$ cat src/rtl/pc_pkg.sv
// rtl/pc_pkg.sv - shared op encoding, default vectors and sizing helper for the program counter stack
package pc_pkg;

    typedef enum logic [2:0] {
        OP_HOLD,
        OP_INC,
        OP_BRANCH,
        OP_LOAD,
        OP_CALL,
        OP_RET
    } op_t;

    localparam int DEFAULT_WIDTH        = 16;
    localparam int DEFAULT_OFFSET_W     = 8;
    localparam int DEFAULT_STACK_DEPTH  = 8;
    localparam int DEFAULT_RESET_VECTOR = 0;

    // Level counter must represent 0..depth inclusive
    function automatic int level_w(input int depth);
        return $clog2(depth) + 1;
    endfunction

endpackage

$ cat src/rtl/pc_ret_stack.sv
// rtl/pc_ret_stack.sv - return-address LIFO with level, full and empty status
module pc_ret_stack
    import pc_pkg::*;
#(
    parameter int WIDTH       = DEFAULT_WIDTH,
    parameter int STACK_DEPTH = DEFAULT_STACK_DEPTH,
    localparam int LW         = level_w(STACK_DEPTH),
    localparam int PW         = $clog2(STACK_DEPTH)
) (
    input  logic             clk,
    input  logic             reset,
    input  logic             push,
    input  logic             pop,
    input  logic [WIDTH-1:0] push_data,
    output logic [WIDTH-1:0] top_data,
    output logic [LW-1:0]    level,
    output logic             full,
    output logic             empty
);

    logic [WIDTH-1:0] mem [STACK_DEPTH];
    logic [PW-1:0]    wr_ptr;
    logic [PW-1:0]    rd_ptr;
    logic             do_push;
    logic             do_pop;

    // Level doubles as the write pointer; the top entry sits one below it
    assign wr_ptr   = level[PW-1:0];
    assign rd_ptr   = wr_ptr - PW'(1);
    assign top_data = mem[rd_ptr];
    assign full     = (level == LW'(STACK_DEPTH));
    assign empty    = (level == '0);
    assign do_push  = push && !full;
    assign do_pop   = pop && !empty && !push;

    // Storage needs no reset: entries above the level are never read
    always_ff @(posedge clk) begin
        if (do_push) begin
            mem[wr_ptr] <= push_data;
        end
    end

    // Entry count, guarded so it never leaves 0..STACK_DEPTH
    always_ff @(posedge clk or posedge reset) begin
        if (reset) begin
            level <= '0;
        end else if (do_push) begin
            level <= level + LW'(1);
        end else if (do_pop) begin
            level <= level - LW'(1);
        end
    end

endmodule

$ cat src/rtl/program_counter_stack.sv
// rtl/program_counter_stack.sv - program counter with relative branch, call/return stack and sticky errors (option: PC_STACK_TRAP_EN)
module program_counter_stack
    import pc_pkg::*;
#(
    parameter int               WIDTH        = DEFAULT_WIDTH,
    parameter int               OFFSET_W     = DEFAULT_OFFSET_W,
    parameter int               STACK_DEPTH  = DEFAULT_STACK_DEPTH,
    parameter logic [WIDTH-1:0] RESET_VECTOR = WIDTH'(DEFAULT_RESET_VECTOR),
    parameter logic [WIDTH-1:0] TRAP_VECTOR  = {WIDTH{1'b1}},
    localparam int              LW           = level_w(STACK_DEPTH)
) (
    input  logic                clk,
    input  logic                reset,
    input  logic                halt,
    input  logic                inc,
    input  logic                load,
    input  logic                branch,
    input  logic                call,
    input  logic                ret,
    input  logic                err_clr,
    input  logic [WIDTH-1:0]    data_in,
    input  logic [OFFSET_W-1:0] offset,
    output logic [WIDTH-1:0]    pc_out,
    output logic [LW-1:0]       stack_level,
    output logic                stack_full,
    output logic                stack_empty,
    output logic                ovf_err,
    output logic                unf_err
);

    op_t                     op;
    logic [WIDTH-1:0]        pc;
    logic [WIDTH-1:0]        pc_next;
    logic [WIDTH-1:0]        pc_plus1;
    logic signed [WIDTH-1:0] offset_ext;
    logic [WIDTH-1:0]        err_pc;
    logic [WIDTH-1:0]        top_data;
    logic                    call_ovf;
    logic                    ret_unf;

    assign pc_plus1   = pc + WIDTH'(1);
    assign offset_ext = WIDTH'($signed(offset));
    assign call_ovf   = (op == OP_CALL) && stack_full;
    assign ret_unf    = (op == OP_RET) && stack_empty;

`ifdef PC_STACK_TRAP_EN
    assign err_pc = TRAP_VECTOR;
`else
    logic unused_trap;
    assign unused_trap = ^TRAP_VECTOR;
    assign err_pc      = pc;
`endif

    // Priority encoder: halt masks every op, then ret > call > load > branch > inc
    always_comb begin
        op = OP_HOLD;
        if (!halt) begin
            if (ret)         op = OP_RET;
            else if (call)   op = OP_CALL;
            else if (load)   op = OP_LOAD;
            else if (branch) op = OP_BRANCH;
            else if (inc)    op = OP_INC;
        end
    end

    // Next-PC mux; stack errors either hold or trap depending on build
    always_comb begin
        pc_next = pc;
        case (op)
            OP_INC:    pc_next = pc_plus1;
            OP_BRANCH: pc_next = pc + offset_ext;
            OP_LOAD:   pc_next = data_in;
            OP_CALL:   pc_next = stack_full  ? err_pc : data_in;
            OP_RET:    pc_next = stack_empty ? err_pc : top_data;
            default:   pc_next = pc;
        endcase
    end

    // PC register
    always_ff @(posedge clk or posedge reset) begin
        if (reset) begin
            pc <= RESET_VECTOR;
        end else begin
            pc <= pc_next;
        end
    end

    // Sticky error flags; a fresh error wins over a same-cycle clear
    always_ff @(posedge clk or posedge reset) begin
        if (reset) begin
            ovf_err <= 1'b0;
            unf_err <= 1'b0;
        end else begin
            ovf_err <= (ovf_err && !err_clr) || call_ovf;
            unf_err <= (unf_err && !err_clr) || ret_unf;
        end
    end

    pc_ret_stack #(
        .WIDTH       (WIDTH),
        .STACK_DEPTH (STACK_DEPTH)
    ) u_ret_stack (
        .clk       (clk),
        .reset     (reset),
        .push      (op == OP_CALL),
        .pop       (op == OP_RET),
        .push_data (pc_plus1),
        .top_data  (top_data),
        .level     (stack_level),
        .full      (stack_full),
        .empty     (stack_empty)
    );

    assign pc_out = pc;

endmodule

$ cat config.mk
export PLATFORM = sky130hd
export DESIGN_NAME = program_counter_stack
export DESIGN_NICKNAME = d
export VERILOG_FILES = /design/src/rtl/pc_pkg.sv /design/src/rtl/pc_ret_stack.sv /design/src/rtl/program_counter_stack.sv
export SDC_FILE = /design/constraint.sdc
export NUM_CORES = 1
export LEC_CHECK = 0
export ABC_AREA = 0
export CAP_MARGIN = 25
export CELL_PAD_IN_SITES_DETAIL_PLACEMENT = 0
export CELL_PAD_IN_SITES_GLOBAL_PLACEMENT = 2
export CORE_AREA = 3 3 137 139
export CTS_CLUSTER_SIZE = 24
export DETAILED_ROUTE_END_ITERATION = 7
export DIE_AREA = 0 0 140 142
export HOLD_SLACK_MARGIN = 0.12
export PLACE_DENSITY = 0.77
export SYNTH_ARGS = -nofsm -noshare
export SYNTH_HDL_FRONTEND = slang
export SYNTH_SLANG_ARGS = --single-unit
$ cat constraint.sdc
create_clock -name clk -period 5.05 [get_ports clk]
set_clock_uncertainty 0.2 [all_clocks]
set_input_delay 1.01 -clock clk [delete_from_list [all_inputs] [get_ports clk]]
set_output_delay 1.01 -clock clk [all_outputs]
set_load 0.01 [all_outputs]
==> impl_metrics.csv, run 1 <==
group,metric,value,unit
clock_network,cts_tree,"built",
route,ant_nets,0,
layout,antenna_cells,0,
clock_network,ctsResizeCount,0,
power_and_ir_drop,ir_worst_vdd,0.2843,mV
route,drc_errors,0,
critical_path,slowest_stage,"clkdlybuf4s50_1",
sta,setup_viol,0,
die,rows,49,
placed_design,port_buffers,56,
clock_network,clk_latency,0.42,ns
layout,final_area,8820,um2
route,drt-pass1-iter-count,5,
clock_network,ctsHoldBuffers,0,
route,routedWlPerCell,21.24,um
synthesis,yosysWarnings,0,
die,die_x,140,um
grt,grt_antenna_before_repair,0,
layout,final_core_util,0.4961,
grt,grt_pass1_wl,28290,um
critical_path,startpoint_type,"flip-flop",
sta,period_minus_slack,3.483,ns
die,die_area,19880,um2
clock_network,cts_buffers,17,
grt,grt_overflow,0,
die,dieHeight,142,um
sta,maxSlewHeadroom,0.3509,
clock_network,clkTransAtPathRegs,0.06,ns
power_and_ir_drop,p_total,5.185,mW
route,wirelength,17890,um
synthesis,yosysUniqueCellTypes,55,
clock_network,clockBufferDepth,2,
sta,hold_ws,0.3427,ns
die,start_util,0.4126,
synthesis,synth-async-reset-ratio,0.1467,
die,io_pins,57,
sta,rsz0062_at_grt,"false",
sta,setup_tns,0,ns
power_and_ir_drop,leakagePower,3.051,nW
layout,layout_commonest_cell,"edfxtp_1",
synthesis,ys_seq_elements,150,
layout,area_growth,20.23,%
synthesis,synth_cells,536,
critical_path,crit_chain,"inv_1 > ha_1 > or2b_2 > nor2_1 > clkdlybuf4s50_1",
layout,fillerInstances,1555,
die,core_area,17780,um2
placed_design,gp_congestion,0.8197,
clock_network,numClockSinks,150,
route,first_iter_violations,347,
power_and_ir_drop,p_per_area,587.9,nW/um2
placed_design,dp_hpwl,12240,um
sta,hold_viol,0,
placed_design,place_area,8179,um2
placed_design,dp.cells,809,
run_status,status,"complete, no violations",
critical_path,cp_top_family,"buffers and inverters",
critical_path,cp_num_buf_inv,2,
grt,grt_pass1_vias,4758,
critical_path,max_stage_delay,0.54,ns
run,cap_viol_max_count,0,
layout,final_cells,842,
critical_path,worstPathArrival,2.27,ns
synthesis,synth_edf_count,128,
sta,slew_violations,0,
route,vias,4738,
critical_path,critPathRequiredTime,3.84,ns
worst_hold_path,hp-class,"reg2reg",
synthesis,postSynthAreaPerCell,13.69,um2
critical_path,path_max_fanout,8,
sta,finalWorstSetupSlack,1.567,ns
critical_path,endpoint_kind,"primary output",
synthesis,yosysSeqAreaShare,0.5990,
layout,final_cell_mix,"edfxtp_1, clkdlybuf4s50_1, nand2_1, a21oi_1",
grt,grtUsageTotal,0.1892,
synthesis,synth_nets,590,
critical_path,ff2ff_setup_slack,1.73,ns
sta,final.period_utilization,0.6897,
sta,tightestPinTransition,0.9703,ns
layout,drive_above_1_share,0.1485,
route,viasPerCell,5.627,
clock_network,h-tree-depth,4,
grt,grt_start_max_net_pins,41,
clock_network,cts_setup_buffers,0,
layout,nNetsFinal,654,
sta,max_clock_freq,0.2871,GHz
clock_network,cts_root_buf,"clkbuf_16",
synthesis,synth_ff_type,"edfxtp_1",
synthesis,syn_area,7336,um2
critical_path,crit_type,"reg2out",
placed_design,post-place-ws,1.239,ns
-- state kept, by name (all words and copies together), names as in the netlist --
signal             count
ovf_err                1
pc_out                16
u_ret_stack.level      4
u_ret_stack.mem      128
unf_err                1
-- layout make-up --
| class | instances | area (um2) | area share |
|---|---|---|---|
| flip-flops and latches | 150 | 4395 | 0.4984 |
| multi-input cells | 346 | 2779 | 0.3151 |
| repair buffers | 71 | 693.2 | 0.07859 |
| clock buffers | 17 | 425.4 | 0.04823 |
| well taps | 229 | 286.5 | 0.03249 |
| clock inverters | 15 | 187.7 | 0.02128 |
| inverters | 14 | 52.55 | 0.005958 |
-- power by group --
group	switching, mW	internal [mW]
Clock	0.547	0.750
Combinational	1.17	0.910
Sequential	0.174	1.63
-- kinds of logic (layout without fill, tap and decap cells) --
kind of cell    count (synthesis)  in the layout  share of synthesized area
simple gates                  133            133                    0.08750
flops                         150            150                     0.5990
fa+ha+maj                      21             21                    0.03787
buf+inv                        40            117                    0.02644
compound gates                127            127                     0.1104
mux                            39             39                     0.1078
xor+xnor                       26             26                    0.03104
-- worst register-to-register path, cell delays in order (launching register included) --
cell,delay (ns)
dfrtp_1,0.52
inv_1,0.12
ha_1,0.73
buf_4,0.41
mux4_2,0.37
nand2_1,0.09
a21oi_1,0.09
a221oi_1,0.41
o211ai_1,0.16
o21a_1,0.13
-- final timing paths --
kind | startpoint | endpoint | cells past startpoint
worst min register to register | unf_err$_DFF_PP0_ | unf_err$_DFF_PP0_ | 2
max in group asynchronous | reset | u_ret_stack.level[0]$_DFFE_PP0P_ | 3
min in group asynchronous | reset | pc_out[13]$_DFFE_PP0P_ | 2
worst max-delay path | u_ret_stack.level[1]$_DFFE_PP0P_ | stack_empty | 5
worst min-delay path | unf_err$_DFF_PP0_ | unf_err$_DFF_PP0_ | 2
worst max register to register | u_ret_stack.level[1]$_DFFE_PP0P_ | pc_out[3]$_DFFE_PP0P_ | 9
-- routing by layer --
metal  part of all wire  track usage  up-vias
met5                  0            0        -
met4              0.019      0.06119        0
met3              0.043      0.03831       23
met2               0.50       0.3079      115
met1               0.44       0.2586     2356
li1                   -            -     2244
-- cell usage after synthesis, drive strengths merged (4+ instances only) --
library cell,n,area (um2)
edfxtp,128,3844
nand2,45,168.9
a21oi,37,185.2
mux4,32,720.7
o21ai,32,160.2
nor2,25,93.84
dfrtp,22,550.5
ha,19,237.7
nand3,16,80.08
buf,14,96.34
inv,14,52.55
xnor2,14,122.6
clkbuf,12,45.04
nor3,12,60.06
xor2,12,105.1
nand4,9,56.30
a211oi,8,60.06
mux2i,7,70.07
a31oi,6,37.54
o211ai,6,45.04
o21a,6,45.04
and3,5,31.28
a211o,4,35.03
a21o,4,30.03
nand3b,4,30.03
Note: power is estimated with default switching activity, not from simulation.
==> inputs of run 2 (changes only) <==
clock period = 3.3 ns   (was 5.05 ns; I/O delays follow)
==> run 2 against run 1 <==
  * Final area grew 1.1%
  * Routed wire length grew 0.46%
  * Clock power grew 39%
  * Hold slack gained 0.0011 ns
  * Critical path type unchanged
  * Core utilization grew 0.54 points
  * Via count grew 3.4%
  * Count of clock-buffer cells in the layout is the same
  * Setup slack lost 1.4 ns
  * Non-clock buffer count grew 19
==> impl_metrics.csv, run 2 (synthesis gave the netlist of run 1 again) <==
group,metric,value,unit
run_status,status,"complete, no violations",
layout,area_growth,21.54,%
clock_network,clockBufferDepth,2,
grt,grt_pass1_vias,4875,
grt,grt_pass1_wl,28120,um
layout,nNetsFinal,673,
clock_network,clkTransAtPathRegs,0.06,ns
clock_network,numClockSinks,150,
route,wirelength,17970,um
clock_network,ctsHoldBuffers,0,
layout,largest_reg_flops,128,
grt,grt_util_met1,0.2476,
layout,layout_commonest_cell,"edfxtp_1",
placed_design,gp_congestion,0.8375,
critical_path,r2r_cells,8,
grt,grt_util_met3,0.03461,
power_and_ir_drop,p_per_area,887.8,nW/um2
route,first_iter_violations,427,
die,core_area,17780,um2
worst_hold_path,hp-class,"reg2reg",
die,start_util,0.4126,
critical_path,startpoint_type,"flip-flop",
critical_path,critPathRequiredTime,2.44,ns
route,routedWlPerCell,20.89,um
worst_hold_path,worstHoldPathCells,2,
sta,rsz0062_at_grt,"false",
clock_network,clk_latency,0.42,ns
route,ant_nets,0,
route,viasPerCell,5.699,
clock_network,cts_buffers,17,
clock_network,ctsResizeCount,0,
sta,hold_viol,0,
placed_design,port_buffers,56,
grt,use_met2,0.3077,
sta,tightestPinTransition,0.7951,ns
clock_network,cts_setup_buffers,0,
die,io_pins,57,
sta,final.period_utilization,0.9617,
critical_path,path_max_fanout,8,
layout,drive_above_1_share,0.1696,
layout,antenna_cells,0,
die,die_x,140,um
critical_path,crit_type,"reg2out",
power_and_ir_drop,leakagePower,3.116,nW
grt,grt_antenna_before_repair,0,
die,die_area,19880,um2
die,dieHeight,142,um
sta,max_clock_freq,0.3151,GHz
layout,final_cell_mix,"edfxtp_1, clkdlybuf4s50_1, nand2_1, a21oi_1",
sta,maxSlewHeadroom,0.4661,
die,rows,49,
grt,grt_overflow,0,
clock_network,h-tree-depth,4,
grt,busiest_layer,"met2",
route,drc_errors,0,
sta,slew_violations,0,
grt,grtUsageTotal,0.1863,
run,cap_viol_max_count,0,
power_and_ir_drop,ir_worst_vdd,0.4746,mV
route,drt-pass1-iter-count,5,
grt,grt_start_max_net_pins,41,
layout,largest_register,"u_ret_stack.mem",
sta,setup_viol,0,
sta,setup_tns,0,ns
sta,period_minus_slack,3.173,ns
clock_network,cts_root_buf,"clkbuf_16",
clock_network,cts_tree,"built",
critical_path,worstPathArrival,2.31,ns
placed_design,dp_hpwl,12380,um
critical_path,ff2ff_setup_slack,0.48,ns
critical_path,endpoint_kind,"primary output",
route,vias,4901,
layout,final_core_util,0.5015,
## run 2: cell type report
| cell class | count | area (um2) |
|---|---|---|
| Tap cell | 229 | 286.5 |
| Clock buffer | 17 | 425.4 |
| Clock inverter | 14 | 127.6 |
| Fill cell | 1519 | 8864 |
| Inverter | 14 | 52.55 |
| Sequential cell | 150 | 4395 |
| Timing Repair Buffer | 90 | 840.8 |
| Multi-Input combinational cell | 346 | 2788 |
## run 2: report_power, final
| group | leakage [nW] | internal, mW | switching [mW] |
|---|---|---|---|
| clock | 0.264 | 1.04 | 0.769 |
| sequential | 1.42 | 2.50 | 0.280 |
| combinational | 1.43 | 1.50 | 1.83 |
| total | 3.12 | 5.04 | 2.87 |
## run 2: critical path: stages (launching register included)
cell	delay (ns)
dfrtp_1	0.50
inv_1	0.15
ha_1	0.25
or2b_2	0.36
nor2_1	0.10
clkdlybuf4s50_1	0.54
## run 2: routing by layer
metal	share of wire	wire length, um	up-vias
li1	-	-	2271
met1	0.45	8036	2486
met2	0.49	8836	120
met3	0.040	722	24
met4	0.021	372	0
met5	0	0	-
## run 2: worst paths after layout
path,start,end
min in group asynchronous,reset,pc_out[15]$_DFFE_PP0P_
min reg2reg,ovf_err$_DFF_PP0_,ovf_err$_DFF_PP0_
max reg2reg,u_ret_stack.level[1]$_DFFE_PP0P_,pc_out[11]$_DFFE_PP0P_
max,u_ret_stack.level[1]$_DFFE_PP0P_,stack_empty
max in group asynchronous,reset,u_ret_stack.level[0]$_DFFE_PP0P_
min,ovf_err$_DFF_PP0_,ovf_err$_DFF_PP0_
## run 2: metrics by stage
stage | hold WS, ns | std cells | worst slack (ns) | power, mW | instance area (um2)
after global placement | 0.3124 | 829 | 0.06534 | 6.103 | 8363
final | 0.3438 | 860 | 0.1265 | 7.916 | 8916
after floorplan | 0.3489 | 536 | -0.2469 | 4.945 | 7342
after CTS | 0.3402 | 860 | 0.09083 | 7.976 | 8916
after detailed placement | 0.3318 | 829 | 0.03614 | 6.153 | 8363
after global routing | 0.3673 | 860 | 0.008039 | 8.375 | 8916
==> inputs of run 3 (changes only) <==
RECOVER_POWER = 50   (was default)
==> run 3 against run 2 <==
  * Count of clock-buffer cells in the layout is the same
  * Highest routed layer unchanged
  * Hold slack lost 0.0035 ns
  * Setup slack worse by 0.0013 ns
  * Sequential power about the same
  * Power is 0.64% lower
==> impl_metrics.csv, run 3 (synthesis gave the netlist of run 1 again) <==
group,metric,value,unit
grt,grt_start_max_net_pins,41,
route,drc_errors,0,
route,routedWlPerCell,20.91,um
grt,grt_pass1_wl,28120,um
route,drt-pass1-iter-count,5,
placed_design,gp_congestion,0.8375,
route,ant_nets,0,
route,viasPerCell,5.703,
power_and_ir_drop,leakagePower,3.117,nW
power_and_ir_drop,ir_worst_vdd,0.4726,mV
die,die_x,140,um
critical_path,crit_type,"reg2out",
run,cap_viol_max_count,0,
die,die_area,19880,um2
layout,largest_register,"u_ret_stack.mem",
power_and_ir_drop,p_per_area,883.9,nW/um2
clock_network,clockBufferDepth,2,
clock_network,clk_latency,0.42,ns
clock_network,h-tree-depth,4,
layout,largest_reg_flops,128,
critical_path,worstPathArrival,2.31,ns
grt,grtUsageTotal,0.1863,
sta,hold_viol,0,
clock_network,numClockSinks,150,
power_and_ir_drop,p_seq_frac,0.353,
clock_network,clkTransAtPathRegs,0.06,ns
sta,max_clock_freq,0.3150,GHz
die,rows,49,
layout,antenna_cells,0,
die,start_util,0.4126,
sta,setup_viol,0,
critical_path,critPathLaunch,"u_ret_stack.level[1]$_DFFE_PP0P_",
worst_hold_path,hold_start,"ovf_err$_DFF_PP0_",
power_and_ir_drop,combPwrFrac,0.417,
layout,final_cells,860,
worst_hold_path,worstHoldPathCells,2,
worst_hold_path,holdPathEnd,"ovf_err$_DFF_PP0_",
sta,tightestPinTransition,1.312,ns
route,first_iter_violations,423,
critical_path,r2r_start,"u_ret_stack.level[1]$_DFFE_PP0P_",
critical_path,critPathRequiredTime,2.44,ns
sta,slew_violations,0,
sta,maxSlewHeadroom,0.1254,
worst_hold_path,hp-class,"reg2reg",
route,vias,4905,
critical_path,timing.rr.end,"pc_out[11]$_DFFE_PP0P_",
critical_path,ff2ff_setup_slack,0.50,ns
clock_network,cts_tree,"built",
sta,period_minus_slack,3.175,ns
grt,grt_overflow,0,
layout,nNetsFinal,673,
die,dieHeight,142,um
sta,hold_ws,0.3403,ns
sta,setup_tns,0,ns
layout,final_area,8899,um2
die,core_area,17780,um2
route,wirelength,17980,um
placed_design,place_area,8363,um2
power_and_ir_drop,p_total,7.865,mW
placed_design,dp.cells,829,
layout,ff_latch_area,4395,um2
critical_path,endpoint_kind,"primary output",
layout,final_cell_mix,"edfxtp_1, nand2_1, a21oi_1, clkdlybuf4s50_1",
sta,final.period_utilization,0.9621,
die,io_pins,57,
clock_network,ctsHoldBuffers,0,
power_and_ir_drop,p_int,5.002,mW
clock_network,cts_buffers,17,
clock_network,ctsResizeCount,0,
critical_path,r2r_cells,8,
grt,grt_pass1_vias,4875,
sta,rsz0062_at_grt,"false",
layout,layout_commonest_cell,"edfxtp_1",
layout,drive_above_1_share,0.1632,
power_and_ir_drop,p_sw_frac,0.3641,
clock_network,cts_setup_buffers,0,
clock_network,cts_root_buf,"clkbuf_16",
critical_path,startpoint_type,"flip-flop",
layout,multiInputGateArea,2788,um2
layout,area_growth,21.30,%
power_and_ir_drop,clkPwrFrac,0.230,
grt,grt_antenna_before_repair,0,
layout,fillerInstances,1523,
placed_design,dp_hpwl,12380,um
placed_design,port_buffers,56,
critical_path,path_max_fanout,8,
power_and_ir_drop,p_switching,2.863,mW
run_status,status,"complete, no violations",
## run 3: how the worst max path moves through the flow
stage / endpoint / slack (ns) / depth (start not counted)
3_3_place_gp: pc_out[12]$_DFFE_PP0P_ / 0.07 / 9
2_1_floorplan: u_ret_stack.mem[4][0]$_DFFE_PP_ / -0.25 / 7
5_1_grt: stack_empty / 0.008 / 5
4_1_cts: stack_empty / 0.09 / 5
3_5_place_dp: pc_out[10]$_DFFE_PP0P_ / 0.04 / 10
6_report: stack_empty / 0.13 / 5
## run 3: per-layer routing
metal | vias to the layer above | global-route usage | part of all wire
li1 | 2270 | - | -
met1 | 2468 | 0.2476 | 0.44
met2 | 143 | 0.3077 | 0.49
met3 | 24 | 0.03461 | 0.047
met4 | 0 | 0.07139 | 0.023
met5 | - | 0 | 0
## run 3: per-stage QoR
| step | utilization | setup slack, ns |
|---|---|---|
| after floorplan | - | -0.2469 |
| after global placement | 0.4704 | 0.06534 |
| after detailed placement | 0.4704 | 0.03614 |
| after CTS | 0.5015 | 0.09083 |
| after global routing | 0.5005 | 0.008109 |
| final | 0.5005 | 0.1252 |
## run 3: layout make-up
cell class	instances	share of cell area
flip-flops and latches	150	0.4940
multi-input cells	346	0.3133
repair buffers	90	0.09252
clock buffers	17	0.04781
well taps	229	0.03220
clock inverters	14	0.01434
inverters	14	0.005906
## run 3: worst max-delay path, stage by stage, from the launching register on
cell             delay (ns)
dfrtp_1                0.50
inv_1                  0.15
ha_1                   0.25
or2b_2                 0.36
nor2_1                 0.10
clkdlybuf4s50_1        0.54
## run 3: power by group through the flow
stage	logic [mW]	clock network [mW]	registers, mW
global route	3.61	1.92	2.81
CTS	3.35	1.85	2.78
finish	3.28	1.81	2.78
detailed placement	3.33	0	2.82
floorplan	2.17	0	2.77
global placement	3.30	0	2.80
